<file path="src/rtl/tipi_pkg.sv">
// tipi_pkg: shared register offsets, RPi register-select codes, FSM states and address helper for the TIPI register bank
package tipi_pkg;
  localparam int OFS_RC = 1;
  localparam int OFS_RD = 3;
  localparam int OFS_TC = 5;
  localparam int OFS_TD = 7;
  localparam logic [1:0] SEL_RD = 2'd0;
  localparam logic [1:0] SEL_RC = 2'd1;
  localparam logic [1:0] SEL_TD = 2'd2;
  localparam logic [1:0] SEL_TC = 2'd3;
  typedef enum logic [1:0] {ST_IDLE, ST_SHIFT, ST_COMMIT} rpi_state_e;
  // Channel k's quartet sits 8 bytes below channel k-1's.
  function automatic logic [15:0] reg_addr(input logic [15:0] base, input int ch, input int ofs);
    return base - 16'(8 * ch) + 16'(ofs);
  endfunction
endpackage

</file>
<file path="src/rtl/tipi_sync.sv">
// tipi_sync: STAGES-deep, W-bit-wide flop synchroniser with asynchronous active-high reset
module tipi_sync #(
  parameter int W      = 1,
  parameter int STAGES = 2
) (
  input  logic         clk,
  input  logic         rst,
  input  logic [W-1:0] i_d,
  output logic [W-1:0] o_q
);
  logic [STAGES-1:0][W-1:0] r_ff;
  // Shift every bit independently through the flop chain.
  always_ff @(posedge clk or posedge rst)
    if (rst) r_ff <= '0;
    else     r_ff <= {r_ff[STAGES-2:0], i_d};
  assign o_q = r_ff[STAGES-1];
endmodule

</file>
<file path="src/rtl/tipi_regbank.sv">
// tipi_regbank: multi-channel TI<->RPi message registers; TIPI_TC_IRQ_EN enables tc_pending flags
module tipi_regbank import tipi_pkg::*; #(
  parameter int          DATA_W      = 8,
  parameter int          NUM_CH      = 1,
  parameter logic [15:0] BASE_ADDR   = 16'h5FF8,
  parameter int          SYNC_STAGES = 2,
  parameter int          RS_W        = ($clog2(4 * NUM_CH) < 2) ? 2 : $clog2(4 * NUM_CH)
) (
  input  logic              clk,
  input  logic              rst,
  input  logic [0:15]       ti_a,
  input  logic [DATA_W-1:0] ti_data,
  input  logic              ti_memen,
  input  logic              ti_we,
  input  logic              ti_dbin,
  input  logic              dsr_en,
  output logic [DATA_W-1:0] ti_dout,
  output logic              ti_dout_oe,
  input  logic              rpi_sclk,
  input  logic              rpi_sle,
  input  logic              rpi_sdata_in,
  input  logic [RS_W-1:0]   rpi_regsel,
  output logic              rpi_sdata_out,
  output logic              frame_err,
  output logic [NUM_CH-1:0] tc_pending
);
  localparam int CW = $clog2(DATA_W + 2);
  logic [15:0] w_a;
  logic [DATA_W-1:0] w_data, w_rval, w_td_sel, w_tc_sel;
  logic w_memen, w_we, w_dbin, w_dsr, w_sclk, w_sle, w_sdi;
  logic [RS_W-1:0] w_rs, w_ch;
  logic [1:0] w_code;
  logic w_ch_ok, w_sclk_rise, w_sle_rise, w_cap, w_commit, w_rsel, w_sel, w_shift_en;
  logic w_cm, w_frame_ok, w_load_rd, w_load_rc, w_load_td, w_load_tc, w_bad;
  logic [NUM_CH-1:0] w_tc_wr;
  logic r_we_d, r_sclk_d, r_sle_d, r_wr_pend, r_oe, r_ferr;
  logic [15:0] r_ha;
  logic [DATA_W-1:0] r_hd, r_dout, r_sin, r_sout;
  logic [DATA_W-1:0] r_td [NUM_CH];
  logic [DATA_W-1:0] r_tc [NUM_CH];
  logic [DATA_W-1:0] r_rd [NUM_CH];
  logic [DATA_W-1:0] r_rc [NUM_CH];
  logic [CW-1:0] r_bitcnt;
  rpi_state_e r_state, w_next;

  tipi_sync #(.W(16 + DATA_W + 7 + RS_W), .STAGES(SYNC_STAGES)) u_sync (
    .clk (clk),
    .rst (rst),
    .i_d ({ti_a, ti_data, ti_memen, ti_we, ti_dbin, dsr_en, rpi_sclk, rpi_sle, rpi_sdata_in, rpi_regsel}),
    .o_q ({w_a, w_data, w_memen, w_we, w_dbin, w_dsr, w_sclk, w_sle, w_sdi, w_rs})
  );

  assign w_sclk_rise = w_sclk & ~r_sclk_d;
  assign w_sle_rise  = w_sle & ~r_sle_d;
  assign w_cap       = ~w_we & ~w_memen & w_dsr;
  // A write commits only if the previous clk was still a qualified capture, so dropping dsr_en cancels it.
  assign w_commit    = w_we & ~r_we_d & r_wr_pend;
  assign w_sel       = w_rsel & w_dsr & ~w_memen & w_dbin;
  assign w_ch        = w_rs >> 2;
  assign w_code      = w_rs[1:0];
  assign w_ch_ok     = w_ch < RS_W'(NUM_CH);

  // Edge detectors and the TI write hold registers.
  always_ff @(posedge clk or posedge rst)
    if (rst) begin
      r_we_d    <= 1'b0;
      r_sclk_d  <= 1'b0;
      r_sle_d   <= 1'b0;
      r_wr_pend <= 1'b0;
      r_ha      <= '0;
      r_hd      <= '0;
    end else begin
      r_we_d    <= w_we;
      r_sclk_d  <= w_sclk;
      r_sle_d   <= w_sle;
      r_wr_pend <= w_cap;
      if (w_cap) begin
        r_ha <= w_a;
        r_hd <= w_data;
      end
    end

  // Address decode for TI reads, TI TC writes and the RPi read-side channel mux.
  always_comb begin
    w_rsel   = 1'b0;
    w_rval   = '0;
    w_td_sel = '0;
    w_tc_sel = '0;
    w_tc_wr  = '0;
    for (int k = 0; k < NUM_CH; k++) begin
      if (w_a == reg_addr(BASE_ADDR, k, OFS_RC)) begin
        w_rsel = 1'b1;
        w_rval = r_rc[k];
      end
      if (w_a == reg_addr(BASE_ADDR, k, OFS_RD)) begin
        w_rsel = 1'b1;
        w_rval = r_rd[k];
      end
      if (w_ch == RS_W'(k)) begin
        w_td_sel = r_td[k];
        w_tc_sel = r_tc[k];
      end
      w_tc_wr[k] = w_commit & (r_ha == reg_addr(BASE_ADDR, k, OFS_TC));
    end
  end

  // Registered TI read port: data and OE follow the decoded select by one clk.
  always_ff @(posedge clk or posedge rst)
    if (rst) begin
      r_oe   <= 1'b1;
      r_dout <= '0;
    end else begin
      r_oe   <= ~w_sel;
      r_dout <= w_sel ? w_rval : '0;
    end

  // TI-owned registers TD and TC.
  always_ff @(posedge clk or posedge rst)
    if (rst) begin
      for (int k = 0; k < NUM_CH; k++) begin
        r_td[k] <= '0;
        r_tc[k] <= '0;
      end
    end else begin
      for (int k = 0; k < NUM_CH; k++) begin
        if (w_commit && r_ha == reg_addr(BASE_ADDR, k, OFS_TD)) r_td[k] <= r_hd;
        if (w_tc_wr[k]) r_tc[k] <= r_hd;
      end
    end

  // RPi FSM state register.
  always_ff @(posedge clk or posedge rst)
    if (rst) r_state <= ST_IDLE;
    else     r_state <= w_next;

  // RPi FSM next state; a latch strobe in IDLE goes straight to COMMIT with a zero bit count.
  always_comb begin
    w_next = (r_state == ST_IDLE)  ? (w_sclk_rise ? ST_SHIFT : w_sle_rise ? ST_COMMIT : ST_IDLE) :
             (r_state == ST_SHIFT) ? (w_sle_rise ? ST_COMMIT : ST_SHIFT) : ST_IDLE;
  end

  // RPi FSM outputs: commit-cycle strobes decoded from the register-select code.
  always_comb begin
    w_cm       = (r_state == ST_COMMIT) & w_ch_ok;
    w_frame_ok = r_bitcnt == CW'(DATA_W);
    w_load_rd  = w_cm & (w_code == SEL_RD) & w_frame_ok;
    w_load_rc  = w_cm & (w_code == SEL_RC) & w_frame_ok;
    w_bad      = w_cm & ~w_code[1] & ~w_frame_ok;
    w_load_td  = w_cm & (w_code == SEL_TD);
    w_load_tc  = w_cm & (w_code == SEL_TC);
    w_shift_en = w_sclk_rise & (r_state != ST_COMMIT);
  end

  // RPi shift registers, bit counter, sticky frame error and RPi-owned registers RD and RC.
  always_ff @(posedge clk or posedge rst)
    if (rst) begin
      r_sin    <= '0;
      r_sout   <= '0;
      r_bitcnt <= '0;
      r_ferr   <= 1'b0;
      for (int k = 0; k < NUM_CH; k++) begin
        r_rd[k] <= '0;
        r_rc[k] <= '0;
      end
    end else begin
      if (w_shift_en) r_sin <= {r_sin[DATA_W-2:0], w_sdi};
      r_bitcnt <= (r_state == ST_COMMIT) ? '0 :
                  !w_shift_en ? r_bitcnt :
                  (r_state == ST_IDLE) ? CW'(1) :
                  (r_bitcnt == CW'(DATA_W + 1)) ? r_bitcnt : r_bitcnt + CW'(1);
      if (w_bad) r_ferr <= 1'b1;
      r_sout <= w_load_td ? w_td_sel :
                w_load_tc ? w_tc_sel :
                w_sclk_rise ? {r_sout[DATA_W-2:0], 1'b0} : r_sout;
      for (int k = 0; k < NUM_CH; k++) begin
        if (w_ch == RS_W'(k)) begin
          if (w_load_rd) r_rd[k] <= r_sin;
          if (w_load_rc) r_rc[k] <= r_sin;
        end
      end
    end

`ifdef TIPI_TC_IRQ_EN
  logic [NUM_CH-1:0] w_tc_rd, r_tcp;
  // Which channel's TC is being handed to the RPi this clk.
  always_comb begin
    w_tc_rd = '0;
    for (int k = 0; k < NUM_CH; k++) w_tc_rd[k] = w_load_tc & (w_ch == RS_W'(k));
  end
  // Pending flags: a TI commit to TC sets, an RPi TC read clears, set wins a tie.
  always_ff @(posedge clk or posedge rst)
    if (rst) r_tcp <= '0;
    else     r_tcp <= w_tc_wr | (r_tcp & ~w_tc_rd);
  assign tc_pending = r_tcp;
`else
  assign tc_pending = '0;
`endif

  assign ti_dout       = r_dout;
  assign ti_dout_oe    = r_oe;
  assign rpi_sdata_out = r_sout[DATA_W-1];
  assign frame_err     = r_ferr;
endmodule

</file>
<file path="config.mk">
export PLATFORM = sky130hd
export DESIGN_NAME = tipi_regbank
export DESIGN_NICKNAME = d
export VERILOG_FILES = /design/src/rtl/tipi_pkg.sv /design/src/rtl/tipi_sync.sv /design/src/rtl/tipi_regbank.sv
export SDC_FILE = /design/constraint.sdc
export NUM_CORES = 1
export LEC_CHECK = 0
export CAP_MARGIN = 10
export CORE_MARGIN = 10
export CORE_UTILIZATION = 30
export CTS_BUF_LIST = sky130_fd_sc_hd__clkbuf_8
export DETAILED_ROUTE_END_ITERATION = 8
export SETUP_SLACK_MARGIN = 0.4
export SKIP_CTS_REPAIR_TIMING = 1
export SLEW_MARGIN = 15
export SYNTH_ARGS = -nofsm -noshare
export SYNTH_HDL_FRONTEND = slang
export SYNTH_HIERARCHICAL = 1
export SYNTH_SLANG_ARGS = --single-unit
</file>
<file path="constraint.sdc">
create_clock -name clk -period 3.7 [get_ports clk]
set_clock_uncertainty 0.1 [all_clocks]
set_input_delay 0.74 -clock clk [delete_from_list [all_inputs] [get_ports clk]]
set_output_delay 0.74 -clock clk [all_outputs]
set_load 0.1 [all_outputs]
</file>
==> results.md <==
* ANT nets after route at 0
* Slew HR at 0.333
* Fillers at 1783
* ANT cells at 0
* CP Capture Type: primary output
* Synth cell types at 38
* Status: completed
* Number of max-cap violations at 0
* CP peak stage delay at 1140 ps
* Slew Limit Fails at 0
* Leak at 2.92 nW
* Area of the multi-input gates at 1450 sq um
* CP Max Fanout at 2
* Measured slew at the worst slew-check pin at 993 ps
* Vias per cell at 4.38
* DP Wirelength at 6.11 mm
* Fmax at 360 MHz
* Commonest non-fill, non-tap cell in the layout: dfrtp_1
* Htree depth at 4
* P&R area growth vs syn at 15.2%
* Min-delay worst type: register to register
* Register area at 3960 sq um
* Ports at 47
* GPL Wtd Cong at 0.695
* NumNets Final at 439
* DR pass1 iterations at 4
* Initial antenna violation count at 0
* CP Buf/Inv Count at 1
* Critical Path RT at 2860 ps
* Initial DRC Count at 181
* CTS tree: built
* FF+latch count, synth at 158
* Synth area leaders: dfrtp_1 69%, mux2_2 11%, buf_4 4.5%
* Top-area cell type share of the netlist area at 0.687
* Most frequent cells in the layout: 157 x dfrtp_1, 55 x mux2_2, 43 x clkdlybuf4s50_1, 20 x nand2_1, 19 x clkbuf_8
* Total CTS buffers at 17
* Worst skew pair latency at 440 ps
* Initial Util at 0.306
* Startpoint Class: register
* Die height at 158 microns
* Setup Crit Path Kind: register to primary output
* Clock net sink count at 158
* Total gr overflow at 0
* Clock Path Buffers at 2
* Total track usage at 0.0773
* Syn Nets at 416
* Ys Warns at 6
* Die footprint at 25000 sq um
* Yosys top cell by area: dfrtp_1
* Avg Cell Area, Syn at 15.1 sq um
* Crit-path slowest cell: clkdlybuf4s50_1
* Final Hold Fails at 0
* Final setup violation count at 0
* Peak supply drop at 0.000321 V
* First-pass GRT wire length at 15.1 mm
* Min cycle time layout at 2780 ps
* Fin crit share at 0.751
* P per Cell Area at 532 nW/um^2
* WL/cell at 13.8 microns
* Num rows at 50
* # DRC at 0
* Vias in the first global route at 3074
* Worst EP arrival at 1940 ps
* Mapped cell area at 5720 sq um
* PortBufs at 45
* Core Region at 18700 sq um
* Post-Place Cells at 616
* Crit path cell chain: clkdlybuf4s50_1
* Vias at 2837
* Chip Width at 158 microns
* Fin Setup TNS at 0 ps
* Pre-CTS setup slack at 1380 ps
* Largest net degree at the start of global routing at 67
* Top delay family on crit path: buffers and inverters
* Sequential share of the synthesized area at 0.692
* Layout cell share with drive strength beyond 1 at 0.261
* Post-Layout Cell Count at 648
* Final WS setup at 920 ps
* RSZ-0062 raised after global routing: false
* Final WL at 8.94 mm
* Root buffer cell: clkbuf_8
* Cell count after synthesis at 378
* Clock-pin slew on the worst setup and hold paths at 80 ps
==> power by group <==
| group | switching, mW | leakage [nW] | internal (mW) |
|---|---|---|---|
| combinational | 0.140 | 0.771 | 0.148 |
| clock | 0.641 | 0.192 | 0.582 |
| sequential | 0.115 | 1.96 | 1.88 |
| total | 0.896 | 2.92 | 2.61 |
==> synthesized netlist by cell type, drive strengths merged <==
cell	instances
nand4	5
nor2b	9
a21o	1
inv	5
xnor2	1
or4	2
a31oi	7
dfstp	1
nor4	2
buf	36
and4b	2
and3b	1
nand2	20
a211o	1
nor3	3
mux2	63
nand2b	3
a22o	1
nor2	14
nand4bb	1
conb	1
o21ai	4
nand3	1
mux2i	9
clkbuf	8
a211oi	7
nand4b	2
a311oi	1
a21oi	3
dfrtp	157
nand3b	2
ha	3
nor3b	1
a32o	1
==> worst paths after layout <==
kind	start	endpoint	slack (ps)	cells past startpoint
setup / recovery	frame_err$_DFFE_PP0P_	frame_err	920	1
hold / removal	u_sync/r_ff[8]$_DFF_PP0_	u_sync/o_q[8]$_DFF_PP0_	250	0
setup reg to reg	r_ha[15]$_DFFE_PP0P_	r_td[1]$_DFFE_PP0P_	1470	4
hold reg to reg	u_sync/r_ff[8]$_DFF_PP0_	u_sync/o_q[8]$_DFF_PP0_	250	0
max in group asynchronous	rst	r_ha[3]$_DFFE_PP0P_	2100	3
min in group asynchronous	rst	ti_dout[0]$_DFF_PP0_	670	2
==> metrics by stage <==
step           area [sq um]  utilization  power (mW)  hold slack, ps
4_1_cts                6590        0.352        3.56             255
3_5_place_dp           6200        0.331        2.33             235
2_1_floorplan          5720            -        2.23             231
5_1_grt                6590        0.352        3.69             261
6_report               6590        0.352        3.51             253
3_3_place_gp           6200        0.331        2.30             236
==> cell families after synthesis <==
group,share of synthesized area
AO/OA/AOI/OAI,0.0306
XOR/XNOR,0.00153
adder cells (fa/ha/maj),0.00656
buffers and inverters,0.0558
flip-flops,0.692
multiplexers,0.145
other,0.000656
AND/OR/NAND/NOR,0.0683
==> area by class of cell <==
cell class,count,area share
clock buffer,19,0.0397
clock inverter,13,0.0197
inverter,5,0.00304
multi-input combinational,171,0.220
sequential,158,0.600
tap,234,0.0444
timing repair buffer,48,0.0729
==> routing by layer <==
layer  vias to the layer above  wire length (microns)  global-route usage
met1                      1443                   4100              0.0930
met3                        12                    591              0.0355
met2                        67                   4130               0.115
met4                         0                    121              0.0379
met5                         -                      0                   0
li1                       1315                      -                   -
==> sequential cells by signal, indices dropped and copies added, names as in the netlist, 2 cells and up <==
| name | flops |
|---|---|
| r_rc | 8 |
| u_sync/r_ff | 33 |
| r_sin | 8 |
| ti_dout | 8 |
| r_state | 2 |
| r_td | 8 |
| r_tc | 8 |
| r_sout | 8 |
| r_hd | 8 |
| r_rd | 8 |
| r_bitcnt | 4 |
| u_sync/o_q | 33 |
| r_ha | 16 |
(Power assumes the default switching activity.)
==> RTL change 1 (same flow settings) <==
Build with the macro `TIPI_TC_IRQ_EN` defined.
--- a/src/rtl/tipi_regbank.sv
+++ b/src/rtl/tipi_regbank.sv
@@ -1,2 +1,4 @@
 // tipi_regbank: multi-channel TI<->RPi message registers; TIPI_TC_IRQ_EN enables tc_pending flags
+`define TIPI_TC_IRQ_EN
+
 module tipi_regbank import tipi_pkg::*; #(
Behaviour: not the same (Yosys sat finds a counterexample within 10 cycles, from zero or initial values and one cycle with rst high).
==> RTL change 1 against the original RTL <==
Synthesized area increased by 0.66%; largest cell class unchanged; final cell count up 0.31%; total power up 0.52%; routed wire length up 0.50%; worst setup slack better by 0.0056 ns; design area is 0.59% higher; sequential cell count up 1; highest routed layer unchanged; largest power group unchanged; critical path depth unchanged.
==> RTL change 1: results (changes against the original RTL) <==
metric	value	unit	change
grt_max_degree	51		-24%
p_leak	2.96	nW	+1.3%
htreeDepth	4		unchanged
wl_per_cell	13.8	µm	+0.19%
min_to	u_sync/o_q[3]		
grt.met1_usage	10.3	%	+0.96 points
place_congestion	0.806		+16%
synth_adder_area_share	0.652	%	-0.0043 points
synthTopCellsByCount	dfrtp_1 (158), mux2_2 (57), buf_4 (33)		
grt_pass1_vias	3153		+2.6%
crit_end	rpi_sdata_out		
dr_wl_met3	586	µm	-0.85%
clkPwrFrac	34.3	%	-0.5 points
tightestPinTransition	0.988	ns	-0.00454 ns
ys_types	39		+2.6%
r2r_end	r_rc[0]		
synth.mux.area_fraction	15.0	%	+0.47 points
status	complete, no violations		
rr_worst_depth	3		-1
dp_hpwl	6.39	mm	+4.6%
reg2reg_from	u_sync/o_q[0]		
seq_power_share	57.0	%	about the same
synth_top_area_share	68.7	%	about the same
fin_nets	442		+0.68%
vdd_ir_drop_max	0.000242	V	-24%
met2WireLength	4.00	mm	-3.2%
grt_pass1_wl	15.9	mm	+5.1%
wl_met1	4.26	mm	+4.0%
synth_compound_area_share	2.83	%	-0.24 points
cts_root_buf	clkbuf_8		
met2_usage	11.8	%	+0.31 points
hp-start	u_sync/r_ff[3]		
synth_area_leaders	dfrtp_1 (69%), mux2_2 (11%), buf_4 (4.3%)		
cpPeakStageDelay	1.14	ns	about the same
vias	2823		-0.49%
place_area	6250	µm²	+0.77%
drtIter0Drc	86		-52%
instances_no_fill	650		+0.31%
hold_path.class	flop to flop		
dp.cells	619		+0.49%
grt_usage	8.05	%	+0.32 points
r2r_setup_slack	1.69	ns	+0.22 ns
synth_xor_area_share	0	%	-0.15 points
yosysWarnings	6		unchanged
setup.worst_path.start	r_sout[7]		
[RTL change 1: cell count changes in the layout (fill, tap and decap cells not counted), moves of 4 or more]
cell | unedited run | this run
and2_1 | 0 | 5
inv_6 | 4 | 0
nor2b_1 | 9 | 4
clkinv_2 | 2 | 6
[RTL change 1: cell type report]
type                    instances  area (µm²)
inverters                       6        25.0
clock inverters                12         121
well taps                     234         293
flip-flops and latches        159        3980
fillers                      1789       12100
multi-input cells             170        1450
repair buffers                 50         500
clock buffers                  19         262
[RTL change 1: stage by stage]
stage / hold slack, ns / setup slack, ns / utilization, %
5_1_grt: 0.256 / 0.835 / 35.3
4_1_cts: 0.252 / 0.873 / 35.3
3_5_place_dp: 0.235 / 1.38 / 33.3
6_report: 0.250 / 0.926 / 35.3
3_3_place_gp: 0.236 / 1.37 / 33.3
2_1_floorplan: 0.231 / 0.441 / -
==> RTL change 2 (same flow settings) <==
Without the edit above. Re-encode `rpi_state_e` (3 states) as one-hot, 3 bits wide.
--- a/src/rtl/tipi_pkg.sv
+++ b/src/rtl/tipi_pkg.sv
@@ -10,3 +10,3 @@
   localparam logic [1:0] SEL_TC = 2'd3;
-  typedef enum logic [1:0] {ST_IDLE, ST_SHIFT, ST_COMMIT} rpi_state_e;
+  typedef enum logic [2:0] {ST_IDLE = 3'b001, ST_SHIFT = 3'b010, ST_COMMIT = 3'b100} rpi_state_e;
   // Channel k's quartet sits 8 bytes below channel k-1's.
Function: no difference found for any inputs over 10 cycles, from zero or initial values and one cycle with rst high; not proved beyond that.
==> RTL change 2 against the original RTL <==
Total power increased by 3.8%; routed wire length grew 3.2%; sequential cell count is 1 higher; design area up 2.0%; worst setup slack worse by 0.0012 ns; synthesized area rose by 2.0%; critical endpoint unchanged; via count is 2.3% higher; utilization up 0.35 points.
==> RTL change 2: results (changes against the original RTL) <==
metric	value	unit	change
synthesis.nets	430		+3.4%
rr_worst_depth	3		-1
tightestPinTransition	1.11	ns	+0.119 ns
synth_adder_area_share	0.643	%	-0.013 points
seq_area_frac_synth	68.2	%	-0.93 points
synth.mux.area_fraction	14.4	%	-0.12 points
min_to	u_sync/o_q[20]		
fill_cells	1857		+4.2%
fmax	360	MHz	about the same
wl_met1	4.17	mm	+1.8%
wirelength	9.23	mm	+3.2%
grt.met1_usage	9.06	%	-0.24 points
status	complete, no violations		
grt_max_degree	51		-24%
p_leak	2.94	nW	+0.79%
synth_compound_area_share	3.60	%	+0.54 points
grt_use_met3	3.28	%	-0.28 points
p_sw	1.01	mW	+13%
dp_slack	1.38	ns	+0.00255 ns
drive_above_1_share	25.5	%	-0.62 points
grt_pass1_vias	3197		+4.0%
dr_wl_met3	491	µm	-17%
seq_cell_power	2.05	mW	+3%
grt_pass1_wl	16.0	mm	+5.6%
r2r_setup_slack	1.50	ns	+0.03 ns
synth_area_leaders	dfrtp_1 (67%), mux2_2 (11%), buf_4 (4.4%)		
ys_types	42		+11%
synthTopCellsByCount	dfrtp_1 (157), mux2_2 (55), buf_4 (34)		
RTL change 2: cell count changes after synthesis, moves of 2 or more:
cell       before  now
inv_1           5    8
and4b_1         2    0
nand3_1         1    3
nor2b_1         9   11
o2111ai_1       0    2
o21ai_0         4    6
RTL change 2: cell type report:
cell class	instances	share of cell area [%]
inverters	8	0.465
repair buffers	48	7.15
well taps	260	4.84
clock buffers	20	4.09
clock inverters	12	1.49
flip-flops and latches	159	59.2
multi-input cells	181	22.7
RTL change 2: stage by stage:
stage | area (µm²) | hold WS [ns] | power [mW] | utilization (%) | cells
6_report | 6720 | 0.253 | 3.64 | 35.6 | 688
5_1_grt | 6720 | 0.261 | 3.84 | 35.6 | 688
4_1_cts | 6720 | 0.256 | 3.69 | 35.6 | 688
3_5_place_dp | 6350 | 0.236 | 2.50 | 33.6 | 656
3_3_place_gp | 6350 | 0.235 | 2.47 | 33.6 | 656
2_1_floorplan | 5840 | 0.231 | 2.37 | - | 392
